===== config.mk =====
export PLATFORM = sky130hd
export DESIGN_NAME = mem_lsu
export DESIGN_NICKNAME = d
export VERILOG_FILES = /design/src/rtl/mem_lsu.sv
export SDC_FILE = /design/constraint.sdc
export NUM_CORES = 1
export LEC_CHECK = 0
export ABC_AREA = 1
export CORE_MARGIN = 2
export CORE_UTILIZATION = 44
export DETAILED_ROUTE_END_ITERATION = 8
export PLACE_DENSITY = 0.8
export SYNTH_ARGS = -nofsm -noshare
export SYNTH_HDL_FRONTEND = slang
export SYNTH_SLANG_ARGS = --single-unit

===== constraint.sdc =====
create_clock -name clk -period 2 [get_ports clk]
set_input_delay 0.4 -clock clk [delete_from_list [all_inputs] [get_ports clk]]
set_output_delay 0.4 -clock clk [all_outputs]
set_load 0.01 [all_outputs]

===== src/rtl/mem_lsu.sv =====
// mem_lsu: memory-access stage between EX/MEM and MEM/WB.
// Single-outstanding req/ack bus, big-endian byte lanes, load sign/zero extension.
// Ports:
//   clk, rst (sync, active-high)
//   ex_*  : instruction in MEM (wd, wreg, wdata, memop, addr, sdata)
//   bus_* : registered req/we/addr/sel/wdata out; ack/rdata in
//   mem_* : result to MEM/WB; stallreq to pipeline control
//   bus_err : one-cycle pulse on timeout abort
//   excp_misalign : misaligned access flag
// Option macro LSU_ALIGN_CHECK_EN enables misalignment detection.
module mem_lsu #(
   parameter int REG_AW  = 5,
   parameter int DATA_W  = 32,
   parameter int TIMEOUT = 255
) (
   input  logic              clk,
   input  logic              rst,
   input  logic [REG_AW-1:0] ex_wd,
   input  logic              ex_wreg,
   input  logic [DATA_W-1:0] ex_wdata,
   input  logic [3:0]        ex_memop,
   input  logic [31:0]       ex_addr,
   input  logic [DATA_W-1:0] ex_sdata,
   output logic              bus_req,
   output logic              bus_we,
   output logic [31:0]       bus_addr,
   output logic [3:0]        bus_sel,
   output logic [DATA_W-1:0] bus_wdata,
   input  logic              bus_ack,
   input  logic [DATA_W-1:0] bus_rdata,
   output logic [REG_AW-1:0] mem_wd,
   output logic              mem_wreg,
   output logic [DATA_W-1:0] mem_wdata,
   output logic              stallreq,
   output logic              bus_err,
   output logic              excp_misalign
);

   localparam int CNT_W = $clog2(TIMEOUT + 2);

   typedef enum logic [1:0] {IDLE, BUSY, DONE} state_e;

   state_e            state_q, state_d;
   logic [CNT_W-1:0]  cnt_q, cnt_d;
   logic [DATA_W-1:0] res_q, res_d;
   logic              req_q, req_d;
   logic              we_q, we_d;
   logic [31:0]       addr_q, addr_d;
   logic [3:0]        sel_q, sel_d;
   logic [DATA_W-1:0] wdat_q, wdat_d;
   logic              err_q, err_d;

   logic is_ld, is_st, is_byte, is_half, is_word, is_sgn, is_mem, misal;
   logic [3:0]        sel;
   logic [DATA_W-1:0] wdat, ld_val;
   logic [7:0]        lb;
   logic [15:0]       lh;

   always_comb begin
      is_ld   = 1'b0;
      is_st   = 1'b0;
      is_byte = 1'b0;
      is_half = 1'b0;
      is_word = 1'b0;
      is_sgn  = 1'b0;
      case (ex_memop)
         4'd1: begin is_ld = 1'b1; is_byte = 1'b1; is_sgn = 1'b1; end
         4'd2: begin is_ld = 1'b1; is_byte = 1'b1; end
         4'd3: begin is_ld = 1'b1; is_half = 1'b1; is_sgn = 1'b1; end
         4'd4: begin is_ld = 1'b1; is_half = 1'b1; end
         4'd5: begin is_ld = 1'b1; is_word = 1'b1; end
         4'd6: begin is_st = 1'b1; is_byte = 1'b1; end
         4'd7: begin is_st = 1'b1; is_half = 1'b1; end
         4'd8: begin is_st = 1'b1; is_word = 1'b1; end
         default: ;
      endcase
      is_mem = is_ld | is_st;
   end

`ifdef LSU_ALIGN_CHECK_EN
   assign misal = is_mem & ((is_half & ex_addr[0]) |
                            (is_word & (|ex_addr[1:0])));
`else
   assign misal = 1'b0;
`endif

   // Lane select and store replication; half lanes follow addr[1] only.
   always_comb begin
      sel  = 4'b1111;
      wdat = ex_sdata;
      if (is_byte) begin
         sel  = 4'b1000 >> ex_addr[1:0];
         wdat = {4{ex_sdata[7:0]}};
      end else if (is_half) begin
         sel  = ex_addr[1] ? 4'b0011 : 4'b1100;
         wdat = {2{ex_sdata[15:0]}};
      end
   end

   // Big-endian extraction: offset 0 is bits [31:24].
   always_comb begin
      case (ex_addr[1:0])
         2'd0:    lb = bus_rdata[31:24];
         2'd1:    lb = bus_rdata[23:16];
         2'd2:    lb = bus_rdata[15:8];
         default: lb = bus_rdata[7:0];
      endcase
      lh = ex_addr[1] ? bus_rdata[15:0] : bus_rdata[31:16];
      if (is_byte)
         ld_val = is_sgn ? {{24{lb[7]}}, lb} : {24'b0, lb};
      else if (is_half)
         ld_val = is_sgn ? {{16{lh[15]}}, lh} : {16'b0, lh};
      else
         ld_val = bus_rdata;
   end

   always_ff @(posedge clk) begin
      if (rst) begin
         state_q <= IDLE;
         cnt_q   <= '0;
         res_q   <= '0;
         req_q   <= 1'b0;
         we_q    <= 1'b0;
         addr_q  <= '0;
         sel_q   <= '0;
         wdat_q  <= '0;
         err_q   <= 1'b0;
      end else begin
         state_q <= state_d;
         cnt_q   <= cnt_d;
         res_q   <= res_d;
         req_q   <= req_d;
         we_q    <= we_d;
         addr_q  <= addr_d;
         sel_q   <= sel_d;
         wdat_q  <= wdat_d;
         err_q   <= err_d;
      end
   end

   always_comb begin
      state_d       = state_q;
      cnt_d         = cnt_q;
      res_d         = res_q;
      req_d         = req_q;
      we_d          = we_q;
      addr_d        = addr_q;
      sel_d         = sel_q;
      wdat_d        = wdat_q;
      err_d         = 1'b0;
      mem_wd        = ex_wd;
      mem_wreg      = 1'b0;
      mem_wdata     = ex_wdata;
      stallreq      = 1'b0;
      excp_misalign = 1'b0;
      case (state_q)
         IDLE: begin
            if (!is_mem) begin
               mem_wreg = ex_wreg;
            end else if (misal) begin
               excp_misalign = 1'b1;
            end else begin
               stallreq = 1'b1;
               state_d  = BUSY;
               cnt_d    = '0;
               req_d    = 1'b1;
               we_d     = is_st;
               addr_d   = {ex_addr[31:2], 2'b00};
               sel_d    = sel;
               wdat_d   = is_st ? wdat : '0;
            end
         end
         BUSY: begin
            stallreq = 1'b1;
            if (bus_ack) begin
               req_d   = 1'b0;
               state_d = DONE;
               if (is_ld)
                  res_d = ld_val;
            end else if (TIMEOUT != 0 &&
                         cnt_q == CNT_W'(TIMEOUT - 1)) begin
               req_d   = 1'b0;
               err_d   = 1'b1;
               state_d = DONE;
            end else begin
               cnt_d = cnt_q + CNT_W'(1);
            end
         end
         DONE: begin
            // err_q is high only in the DONE cycle after an abort.
            mem_wreg = is_ld & ex_wreg & ~err_q;
            if (is_ld)
               mem_wdata = res_q;
            state_d = IDLE;
         end
         default: state_d = IDLE;
      endcase
      if (rst) begin
         mem_wd        = '0;
         mem_wreg      = 1'b0;
         mem_wdata     = '0;
         stallreq      = 1'b0;
         excp_misalign = 1'b0;
      end
   end

   assign bus_req   = req_q;
   assign bus_we    = we_q;
   assign bus_addr  = addr_q;
   assign bus_sel   = sel_q;
   assign bus_wdata = wdat_q;
   assign bus_err   = err_q & ~rst;

endmodule


* Yosys cells after proc, flatten, opt, wreduce, memory -nomap -nowiden *
Cells that the tools add are included.

operators by class
  bitwise logic cells = 7
  reductions and logical operators = 14
  $add $sub $neg = 1
  multiplexer cells = 40
  equality and inequality tests = 17
  shift-type cells = 1

operators by type and width
  cell                 number
  $mux 32              10
  $mux 9               3
  $pmux 8 s3           1
  $pmux 9 s2           1
  $eq 4x3->1 const B   4
  $mux 16              1
  $mux 1               13
  $mux 4               3
  $reduce_or 3->1      4
  $add 9x1->9 const B  1
  $eq 9x8->1 const B   1
  $eq 4x2->1 const B   2
  $mux 2               3
  $ne 2x2->1 const B   3
  $pmux 1 s2           3
  $reduce_and 3->1     2
  $mux 5               1
  $reduce_or 5->1      1
  $eq 2x1->1 const B   2
  $eq 2x2->1 const B   2
  $eq 4x1->1 const B   1
  $eq 4x4->1 const B   1
  $logic_not 2->1      2
  $pmux 2 s2           1
  other kinds (9)      14

storage, ports and cells
  output and inout port bits = 111
  flip-flop bits (word level) = 112
  logic and storage cells = 89
  input port bits = 141

* Logic depth before layout (Yosys ltp) *
Gate-level depths: netlist (run 1).

  depth after elaboration = 7
  depth in mapped cells = 12
  mapped depth without buffers = 10

* Least setup slack after synthesis (run 1) *
Ideal clock, no wire load.

  path kind = input to output
  start point = in ex_memop[2]
  end point = out mem_wdata[13]
  cell stages on the path = 9
  arrival = 1.479 ns
  buffers on the path = 2
  required time = 1.600 ns
  setup slack = 0.121 ns
  cells stage by stage = nor2_1 nand2_1 nand2_4 nand2_2 inv_2 buf_4 buf_4 o21ai_0 a21oi_1

on the way
  longest elaborated chain between the ends = 6
  elaborated cells between the ends (all ways) = 10
  classes of those cells = 5 x eq/ne; 4 x mux; 1 x reduce/logical

RTL lines
  what                                  line  RTL
  start, declared                       21    input logic [3:0] ex_memop,
  $eq 4x2->1 (tied with other cells)    66    case (ex_memop)
  $reduce_or 5->1 (no source line) (*)  --
  $mux 1 (*)                            66
  $mux 32 (*)                           192   if (is_ld)
  $mux 32 (*)                           156   case (state_q)
  $mux 32 (*)                           198   if (rst) begin
  end, declared                         33    output logic [DATA_W-1:0] mem_wdata,

Mark *: on every way between the ends. The rest lies on a longest branch, timed or not.

* Worst setup path after layout (run 1) *
  start point = in ex_memop[3]
  end point = out mem_wdata[14]

Same word-level chain as after synthesis.

==> key figures, run 1 <==
Outcome
  • Outcome: finished with violations
  • Failing checks: setup timing

Die
  • # rows: 43
  • Die width: 122 um
  • Die height: 122 um
  • Core footprint: 0.0138 mm^2
  • Die area: 0.0149 mm^2
  • Initial core utilization: 0.445
  • I/O Pins: 252

Global route
  • GR Util All Layers: 0.281
  • GR Util met1: 0.328
  • Met2 GRT Util: 0.486
  • Top Usage Layer GRT: met2
  • Global-route wire length before repair: 33100 um
  • Largest net degree at the start of global routing: 54
  • Initial antenna violation count: 0
  • GRT met3 Usage: 0.0772
  • Total grt overflow: 0
  • Vias in the first global route: 6823

Critical path
  • Crit Path Class: input port to output port
  • Setup crit end kind: output port
  • Crit Path Max Fanout: 7
  • Required time of the worst setup path: 1.60 ns
  • Reg2reg end: res_q[30]
  • Flop2flop setup slack: 0.28 ns
  • Reg2Reg Depth: 10
  • Startpoint Class: input port
  • Worst Path Arrival: 1.65 ns
  • Reg-to-reg critical path startpoint: state_q[1]

Power
  • VDD IR-drop max: 0.379 mV
  • Logic pwr share: 0.289
  • Clock network fraction of design power: 0.301
  • Net Sw Power: 0.00183 W
  • Pwr/cell area: 608 mW/mm^2
  • Pwr Total: 0.00597 W
  • Internal: 0.00415 W
  • Seq pwr share: 0.410
  • Switching Share: 0.306
  • Lkg Pwr: 4.35 nW

Synthesis
  • Most frequent cell after synthesis: nand2_1
  • #FFs+latches synth: 112
  • Avg Cell Area, Syn: 6.15 um^2
  • Post-synth top area share: 0.366
  • Synth unique cells: 33
  • Seq/Total Area, Yosys: 0.366
  • Post-synth EDFFs: 0
  • Ys async rst share: 0
  • Post-synth top cells: 291 x nand2_1, 125 x nor2_1, 112 x dfxtp_1
  • Ys flop type: dfxtp_1
  • Yosys Warn Count: 0
  • Top cell type by total area after synthesis: dfxtp_1
  • Post-Syn Instances: 997
  • Synth top area cells: dfxtp_1 37%, nand2_1 18%, a21oi_1 8.6%, nor2_1 7.6%, o21ai_0 7.0%
  • Post-synthesis cell area: 0.00613 mm^2

Timing
  • Clk_skew: 0.00809 ns
  • Unrepaired setup endpoints after global routing: true
  • Final Cycle Share: 1.03
  • Final min period: 2.05 ns
  • Max Clock Freq: 487 MHz
  • Final Hold Fails: 0
  • Worst slew margin: 0.603
  • # setup viols final: 9
  • Worst-margin pin slew: 0.595 ns
  • Setup TNS: -0.150 ns
  • Setup ws final: -0.0530 ns
  • Max Slew Vio Count: 0

Routing
  • Final wirelength: 22100 um
  • DRT iter0 DRCs: 465
  • DR vias: 7398
  • Antenna-violating nets left: 0
  • Post-DR wirelength/cell: 15.1 um
  • Drt via density: 5.05
  • DRC: 0
  • Drt pass-1 iters: 5

Worst hold path
  • HP Start: bus_wdata[19]
  • Hold path depth: 2
  • Hold EP: bus_wdata[19]
  • Hold Path Class: flop to flop

CTS
  • Clock Path Buffers: 2
  • Clock-pin slew on the worst setup and hold paths: 0.07 ns
  • CTS tree: done
  • H-tree depth: 3
  • Clock tree sinks: 112
  • CTS Buf Count: 9
  • Root buffer cell: clkbuf_16
  • Worst-skew pair later-pin latency: 0.36 ns

Final layout
  • Total Nets Final: 1422
  • Synth-to-layout area growth: 60.2%
  • Share of layout cells above drive strength 1: 0.171

Placement
  • DP HPWL: 14800 um
  • GP Congestion: 0.882
  • Port Buf Inserts: 248

Run
  • Max cap viols: 0
## cell type report
class                           instances  area (um^2)
Tap cell                              180          225
Sequential cell                       112         2240
Inverter                              108          410
Clock inverter                          6         50.0
Antenna cell                            1         2.50
Fill cell                            1155         3950
Timing Repair Buffer                  329         3230
Clock buffer                           10          239
Multi-Input combinational cell        719         3430
## worst max path at each step
stage,start,to
after CTS,state_q[1],mem_wdata[20]
after global placement,ex_memop[3],mem_wdata[20]
after detailed placement,ex_memop[3],mem_wdata[11]
after global routing,state_q[1],mem_wdata[14]
final,ex_memop[3],mem_wdata[14]
after floorplan,ex_memop[2],mem_wdata[13]
## what timing repair did
item	CTS	global route
cloned	5	4
resized for setup	208	48
hold buffers	0	0
setup endpoints to repair	106	65
pin swaps	10	11
setup buffers	14	4
## layout by cell type (no fill, tap or decap), drive strengths merged, types with 14 or more instances in the layout
cell           instances
buf                  115
dfxtp                112
o21ai                101
a21oi                105
nand3                 64
nand2                297
nor2                 130
clkdlybuf4s50        209
clkbuf                14
inv                  110
## worst max-delay path, cell delays in order
cell,delay [ns]
buf_2,0.15
nor2_4,0.14
nand2_2,0.07
nand2_4,0.09
nand2_4,0.07
inv_6,0.08
buf_6,0.14
buf_12,0.14
o21ai_2,0.07
a21oi_2,0.14
buf_2,0.15
## through the flow
step	hold slack, ns	setup WS, ns	std cells	utilization	cell area (um^2)
after floorplan	0.455	0.121	999	-	6140
after global placement	0.447	-0.709	1421	0.659	9070
after detailed placement	0.455	-0.813	1421	0.659	9070
after CTS	0.468	-0.0288	1456	0.693	9540
after global routing	0.485	-0.133	1464	0.713	9830
final	0.465	-0.0530	1465	0.714	9830
## state kept, by name (all words and copies together) (netlist names)
name and count:
bus_sel 4, bus_wdata 32, err_q 1, res_q 32, cnt_q 9, bus_req 1
bus_we 1, state_q 2, bus_addr 30
## kinds of logic after synthesis
family / synth area share
AO/OA/AOI/OAI: 0.173
buffers and inverters: 0.117
AND/OR/NAND/NOR: 0.338
flip-flops: 0.366
other: 0.000611
adder cells (fa/ha/maj): 0.00408
XOR/XNOR: 0.00143
## layer usage
layer,vias to the layer above,wire length (um)
li1,3710,-
met1,3387,8970
met2,258,10800
met3,43,1740
met4,0,571
met5,-,0
## power groups by stage
stage | Sequential, W | Combinational (W) | Clock (W)
after floorplan | 0.00255 | 0.000692 | 0
after global placement | 0.00249 | 0.00160 | 0
after detailed placement | 0.00249 | 0.00162 | 0
after CTS | 0.00245 | 0.00165 | 0.00182
after global routing | 0.00246 | 0.00188 | 0.00192
final | 0.00245 | 0.00173 | 0.00180
Note: power is estimated with default switching activity, not from simulation.
==> inputs of run 2 (changes only) <==
==> config.mk (replaced) <==
export PLATFORM = sky130hd
export DESIGN_NAME = mem_lsu
export DESIGN_NICKNAME = d
export VERILOG_FILES = /design/src/rtl/mem_lsu.sv
export SDC_FILE = /design/constraint.sdc
export NUM_CORES = 1
export LEC_CHECK = 0
export CORE_MARGIN = 2
export CORE_UTILIZATION = 42
export DETAILED_ROUTE_END_ITERATION = 8
export PLACE_DENSITY = 0.78
export SYNTH_ARGS = -nofsm -noshare
export SYNTH_HDL_FRONTEND = slang
export SYNTH_SLANG_ARGS = --single-unit
==> constraint.sdc (replaced) <==
create_clock -name clk -period 2.2 [get_ports clk]
set_input_delay 0.44 -clock clk [delete_from_list [all_inputs] [get_ports clk]]
set_output_delay 0.44 -clock clk [all_outputs]
set_load 0.01 [all_outputs]
==> key figures, run 2 <==
Synthesis
  • Ys async rst share: 0 (unchanged)
  • Top cell type by total area after synthesis: dfxtp_1
  • Yosys Warn Count: 0 (unchanged)
  • Post-Syn Instances: 716 (-28%)
  • Ys flop type: dfxtp_1
  • Post-synthesis cell area: 0.00566 mm^2 (-7.7%)
  • Avg Cell Area, Syn: 7.90 um^2 (+28%)
  • Synth unique cells: 61 (+85%)
  • Most frequent cell after synthesis: nand2_1
  • Seq/Total Area, Yosys: 0.396 (+0.0306)
  • Synth top area cells: dfxtp_1 40%, nand2_1 11%, a21oi_1 6.7%, nor2_1 4.9%, mux2_2 3.2%
  • Post-synth EDFFs: 0 (unchanged)
  • Post-synth top area share: 0.396 (+0.0306)
  • #FFs+latches synth: 112 (unchanged)
  • Post-synth top cells: 169 x nand2_1, 112 x dfxtp_1, 76 x a21oi_1

Critical path
  • Setup crit end kind: output port
  • Required time of the worst setup path: 1.76 ns (+0.16 ns)
  • Reg2reg end: res_q[29]
  • Reg-to-reg critical path startpoint: state_q[1]
  • Reg2Reg Depth: 9 (-1)
  • Startpoint Class: input port
  • Worst Path Arrival: 1.89 ns (+0.24 ns)
  • Crit Path Max Fanout: 6 (-1)
  • Crit Path Class: input port to output port
  • Flop2flop setup slack: 0.10 ns (-0.18 ns)

Placement
  • Post-Place Setup Slack: -1.05 ns (-0.232 ns)
  • GP Congestion: 0.914 (+3.6%)
  • Port Buf Inserts: 248 (unchanged)
  • Post-place instance area: 0.00889 mm^2 (-2.0%)
  • DP HPWL: 14600 um (-1.3%)
  • Dpl cells: 1170 (-18%)

Timing
  • Setup ws final: -0.130 ns (-0.0772 ns)
  • Final Hold Fails: 0 (unchanged)
  • Setup TNS: -2.67 ns (-2.52 ns)
  • Worst slew margin: 0.588 (-0.0156)
  • Clk_skew: 0.00991 ns (+0.00182 ns)
  • # setup viols final: 34 (+25)
  • Worst-margin pin slew: 0.619 ns (+0.0234 ns)
  • Unrepaired setup endpoints after global routing: true
  • Final min period: 2.33 ns
  • Max Slew Vio Count: 0 (unchanged)
  • Final Cycle Share: 1.06
  • Max Clock Freq: 429 MHz

Routing
  • Drt via density: 5.46 (+8.2%)
  • Drt pass-1 iters: 6 (+1)
  • DRT iter0 DRCs: 560 (+20%)
  • Post-DR wirelength/cell: 18.2 um (+20%)
  • Final wirelength: 21900 um (-0.81%)
  • DR vias: 6594 (-11%)
  • DRC: 0 (unchanged)
  • Antenna-violating nets left: 0 (unchanged)

Worst hold path
  • Hold path depth: 2 (unchanged)
  • HP Start: bus_addr[12]
  • Hold EP: bus_addr[12]
  • Hold Path Class: flop to flop

Power
  • Pwr/cell area: 534 mW/mm^2 (-12%)
  • Net Sw Power: 0.00149 W (-19%)
  • Switching Share: 0.286 (-0.0198)
  • VDD IR-drop max: 0.383 mV (+1.2%)
  • Logic pwr share: 0.271 (-0.018)
  • Clock network fraction of design power: 0.310 (+0.009)
  • Seq pwr share: 0.419 (+0.009)
  • Lkg Pwr: 3.91 nW (-10%)
  • Internal: 0.00371 W (-10%)

CTS
  • Clock tree sinks: 112 (unchanged)
  • Clock Path Buffers: 2 (unchanged)
  • Root buffer cell: clkbuf_16
  • Clock-pin slew on the worst setup and hold paths: 0.08 ns (about the same)
  • Worst-skew pair later-pin latency: 0.36 ns (about the same)
  • CTS Buf Count: 9 (unchanged)
  • H-tree depth: 3 (unchanged)
  • Post-CTS Hold Fix Bufs: 0 (unchanged)
  • CTS tree: done

Final layout
  • Finished Cell Area: 0.00974 mm^2 (-0.90%)
  • Synth-to-layout area growth: 72.1%
  • Final core utilization: 0.738 (+0.0248)
  • Total Nets Final: 1169 (-18%)
  • Commonest non-fill, non-tap cell in the layout: clkdlybuf4s50_1
  • Finished Layout Cells: 1207 (-18%)
  • # diodes: 0 (-1)
  • Most frequent cells in the layout: 209 x clkdlybuf4s50_1, 131 x nand2_1, 111 x dfxtp_1
  • Share of layout cells above drive strength 1: 0.273 (+0.102)

Die
  • I/O Pins: 252 (unchanged)
  • Initial core utilization: 0.429 (-0.0163)
  • Die width: 120 um (-1.6%)
  • Core footprint: 0.0132 mm^2 (-4.2%)
  • Die height: 120 um (-1.6%)
  • # rows: 42 (-2.3%)
  • Die area: 0.0144 mm^2 (-3.2%)

Global route
  • GR Util All Layers: 0.289 (+0.00781)
  • Total grt overflow: 0 (unchanged)
  • Largest net degree at the start of global routing: 59 (+9.3%)
  • Initial antenna violation count: 1 (+1)
  • Vias in the first global route: 6370 (-6.6%)
  • Global-route wire length before repair: 32800 um (-0.69%)

Outcome
  • Failing checks: setup timing
  • Outcome: finished with violations

Run
  • Max cap viols: 0 (unchanged)
## run 2: critical path: stages
cell	delay, ns
buf_8	0.10
a21o_4	0.21
buf_6	0.12
nor4b_4	0.27
clkbuf_16	0.20
buf_8	0.12
buf_6	0.09
nand2_2	0.04
a21oi_1	0.14
buf_2	0.15
## run 2: power by group through the flow
stage	sequential, W	clock, W	combinational [W]
after floorplan	0.00226	0	0.000508
after global placement	0.00222	0	0.00130
after detailed placement	0.00222	0	0.00131
after CTS	0.00218	0.00166	0.00135
after global routing	0.00219	0.00173	0.00150
final	0.00218	0.00161	0.00141
## run 2: cell families (layout without fill, tap and decap cells)
kind of cell             after synthesis  in the layout  synth area share
flip-flops                           112            112             0.396
other                                  1              3          0.000663
multiplexers                          35             35            0.0831
XOR/XNOR                               1              1           0.00155
buffers and inverters                 64            377            0.0524
AND/OR/NAND/NOR                      332            332             0.260
adder cells (fa/ha/maj)                2              2           0.00442
AO/OA/AOI/OAI                        169            169             0.201
## run 2: through the flow
| stage | hold WS (ns) | total power (W) |
|---|---|---|
| after floorplan | 0.449 | 0.00277 |
| after global placement | 0.436 | 0.00352 |
| after detailed placement | 0.444 | 0.00354 |
| after CTS | 0.457 | 0.00518 |
| after global routing | 0.473 | 0.00543 |
| final | 0.454 | 0.00520 |
## run 2: what timing repair did
action,CTS,global route
setup buffers,11,5
pin swaps,34,39
gates resized for setup,211,70
setup endpoints to repair,140,58
cloned,6,1
## run 2: how the worst max path moves through the flow
stage / from / to / slack (ns) / cells past startpoint
2_1_floorplan: ex_memop[1] / mem_wdata[10] / 0.002 / 5
3_3_place_gp: ex_memop[2] / res_q[3] / -0.94 / 8
3_5_place_dp: ex_memop[2] / res_q[3] / -1.05 / 8
4_1_cts: ex_memop[2] / mem_wdata[5] / -0.21 / 10
5_1_grt: ex_memop[2] / mem_wdata[9] / -0.18 / 10
6_report: ex_memop[2] / mem_wdata[28] / -0.13 / 10
## run 2: routing by layer
metal  vias up  global-route usage  part of all wire
met4         2               0.128             0.038
met5         -                   0           0.00059
met3        69              0.0851             0.081
met1      3058               0.337              0.39
met2       330               0.490              0.49
li1       3135                   -                 -
## run 2: layout make-up
class	count	area [um^2]
Clock inverter	6	51.3
Tap cell	176	220
Fill cell	995	3450
Timing Repair Buffer	357	3430
Clock buffer	10	239
Sequential cell	112	2240
Inverter	4	15.0
Multi-Input combinational cell	542	3540
==> inputs of run 3 (changes only) <==
--- a/config.mk
+++ b/config.mk
@@ -5,10 +5,11 @@
 export SDC_FILE = /design/constraint.sdc
 export NUM_CORES = 1
 export LEC_CHECK = 0
+export ABC_CLOCK_PERIOD_IN_PS = 1950
 export CORE_MARGIN = 2
-export CORE_UTILIZATION = 42
+export CORE_UTILIZATION = 38
 export DETAILED_ROUTE_END_ITERATION = 8
-export PLACE_DENSITY = 0.78
+export PLACE_DENSITY = 0.75
 export SYNTH_ARGS = -nofsm -noshare
 export SYNTH_HDL_FRONTEND = slang
 export SYNTH_SLANG_ARGS = --single-unit
==> constraint.sdc (replaced) <==
create_clock -name clk -period 1.95 [get_ports clk]
set_input_delay 0.39 -clock clk [delete_from_list [all_inputs] [get_ports clk]]
set_output_delay 0.39 -clock clk [all_outputs]
set_load 0.01 [all_outputs]
==> key figures, run 3 (same netlist as run 2, synthesis figures left out) <==
CTS
  • Clock tree sinks: 112 (unchanged)
  • Clock Path Buffers: 2 (unchanged)
  • H-tree depth: 3 (unchanged)
  • Root buffer cell: clkbuf_16
  • Worst-skew pair later-pin latency: 0.36 ns (about the same)
  • Clock-pin slew on the worst setup and hold paths: 0.07 ns (about the same)
  • CTS Buf Count: 9 (unchanged)
  • CTS tree: done

Critical path
  • Worst Path Arrival: 1.87 ns (-0.02 ns)
  • Crit Path Max Fanout: 8 (+2)
  • Reg-to-reg critical path startpoint: state_q[1]
  • Crit Path Class: input port to output port
  • Required time of the worst setup path: 1.56 ns (-0.20 ns)
  • Reg2reg end: res_q[29]
  • Flop2flop setup slack: -0.06 ns (-0.16 ns)
  • Reg2Reg Depth: 7 (-2)
  • Startpoint Class: input port
  • Setup crit end kind: output port

Timing
  • Final Hold Fails: 0 (unchanged)
  • Max Slew Vio Count: 0 (unchanged)
  • Worst slew margin: 0.597 (+0.00965)
  • Clk_skew: 0.00689 ns (-0.00302 ns)
  • # setup viols final: 52 (+53%)
  • Unrepaired setup endpoints after global routing: true
  • Max Clock Freq: 443 MHz
  • Worst-margin pin slew: 0.604 ns (-0.0145 ns)
  • Setup TNS: -7.55 ns (-4.88 ns)
  • Setup ws final: -0.306 ns (-0.175 ns)
  • Final Cycle Share: 1.16
  • Final min period: 2.26 ns

Final layout
  • Commonest non-fill, non-tap cell in the layout: clkdlybuf4s50_1
  • Finished Layout Cells: 1232 (+2.1%)
  • Total Nets Final: 1186 (+1.5%)
  • Most frequent cells in the layout: 202 x clkdlybuf4s50_1, 141 x nand2_1, 110 x dfxtp_1
  • Multi-input logic area: 0.00368 mm^2 (+3.9%)
  • Share of layout cells above drive strength 1: 0.300 (+0.0271)
  • Register area: 0.00225 mm^2 (+0.28%)
  • Synth-to-layout area growth: 78.2%
  • # diodes: 0 (unchanged)
  • Final core utilization: 0.694 (-0.0444)
  • Number of filler cells placed in the layout: 1166 (+17%)

Routing
  • DR vias: 6686 (+1.4%)
  • DRT iter0 DRCs: 412 (-26%)
  • Antenna-violating nets left: 0 (unchanged)
  • Final wirelength: 22900 um (+4.6%)
  • Post-DR wirelength/cell: 18.6 um (+2.5%)
  • DRC: 0 (unchanged)
  • Drt pass-1 iters: 5 (-1)
  • Drt via density: 5.43 (-0.66%)

Placement
  • Dpl cells: 1183 (+1.1%)
  • Port Buf Inserts: 248 (unchanged)
  • DP HPWL: 15000 um (+2.8%)
  • GP Congestion: 0.858 (-6.1%)

Die
  • Core footprint: 0.0145 mm^2 (+10%)
  • Initial core utilization: 0.389 (-0.0397)
  • Die width: 126 um (+5.0%)
  • Die height: 126 um (+5.0%)
  • I/O Pins: 252 (unchanged)
  • # rows: 44 (+4.8%)
  • Die area: 0.0159 mm^2 (+10%)

Global route
  • Vias in the first global route: 6580 (+3.3%)
  • GR Util All Layers: 0.271 (-0.0184)
  • Initial antenna violation count: 0 (-1)
  • Largest net degree at the start of global routing: 53 (-10%)
  • Total grt overflow: 0 (unchanged)
  • Global-route wire length before repair: 34100 um (+4.0%)

Outcome
  • Outcome: finished with violations
  • Failing checks: setup timing

Power
  • VDD IR-drop max: 0.537 mV (+40%)
  • Lkg Pwr: 3.97 nW (+1.6%)
  • Pwr/cell area: 616 mW/mm^2 (+15%)
  • Pwr Total: 0.00621 W (+19%)

Worst hold path
  • Hold EP: bus_addr[5]
  • Hold Path Class: flop to flop
  • Hold path depth: 2 (unchanged)
  • HP Start: bus_addr[5]

Run
  • Max cap viols: 0 (unchanged)
run 3: cell types whose count changed in the layout (fill, tap and decap cells not counted), moves of 3 or more:
| cell | previous run | this run |
|---|---|---|
| or4b_4 | 1 | 4 |
| buf_6 | 8 | 22 |
| buf_4 | 83 | 86 |
| nand2_4 | 16 | 4 |
| buf_2 | 36 | 32 |
| clkdlybuf4s50_1 | 209 | 202 |
| a21oi_2 | 15 | 28 |
| mux2_4 | 0 | 8 |
| a21oi_1 | 62 | 48 |
| mux2_2 | 16 | 8 |
| nand2_1 | 131 | 141 |
| dlymetal6s2s_1 | 0 | 5 |
run 3: repair_timing:
action,in CTS,in global routing
setup buffers,15,11
pin swaps,66,16
resized for setup,216,85
cloned,5,4
hold buffers,0,0
endpoints found under the setup margin,144,122
run 3: through the flow:
stage	worst slack, ns	area, um^2	hold slack, ns
floorplan	-0.0701	5780	0.449
global placement	-1.03	8980	0.433
detailed placement	-1.09	8980	0.441
CTS	-0.278	9600	0.456
global route	-0.329	10100	0.471
finish	-0.306	10100	0.453
run 3: power by group:
group	leakage, nW	internal [W]	total, W	switching, W
logic	2.90	0.000941	0.00169	0.000754
registers	0.914	0.00240	0.00246	0.0000661
clock network	0.164	0.00115	0.00205	0.000908
run 3: layout make-up:
class / instances / area share
Clock inverter: 7 / 0.0100
Multi-Input combinational cell: 545 / 0.365
Timing Repair Buffer: 371 / 0.355
Clock buffer: 9 / 0.0223
Tap cell: 184 / 0.0228
Inverter: 4 / 0.00149
Sequential cell: 112 / 0.223
run 3: how the worst max path moves through the flow:
stage / from / end / slack [ns] / cells past startpoint
after floorplan: ex_memop[1] / res_q[21] / -0.07 / 7
after global placement: ex_memop[1] / res_q[0] / -1.03 / 8
after detailed placement: ex_memop[2] / mem_wdata[31] / -1.09 / 6
after CTS: ex_memop[2] / mem_wdata[26] / -0.28 / 8
after global routing: ex_memop[2] / mem_wdata[30] / -0.33 / 8
final: ex_memop[2] / mem_wdata[30] / -0.31 / 8
run 3: worst max-delay path: stages:
cell	delay, ns
buf_8	0.10
a21o_4	0.24
buf_12	0.14
or4b_4	0.60
buf_6	0.17
nand2_2	0.05
a21oi_2	0.04
buf_2	0.13
run 3: routing by layer:
| metal | routed length (um) | vias to the layer above | global-route usage |
|---|---|---|---|
| met2 | 11600 | 327 | 0.482 |
| met4 | 786 | 0 | 0.123 |
| li1 | - | 3161 | - |
| met1 | 8790 | 3142 | 0.305 |
| met3 | 1740 | 56 | 0.0654 |
| met5 | 0 | - | 0 |
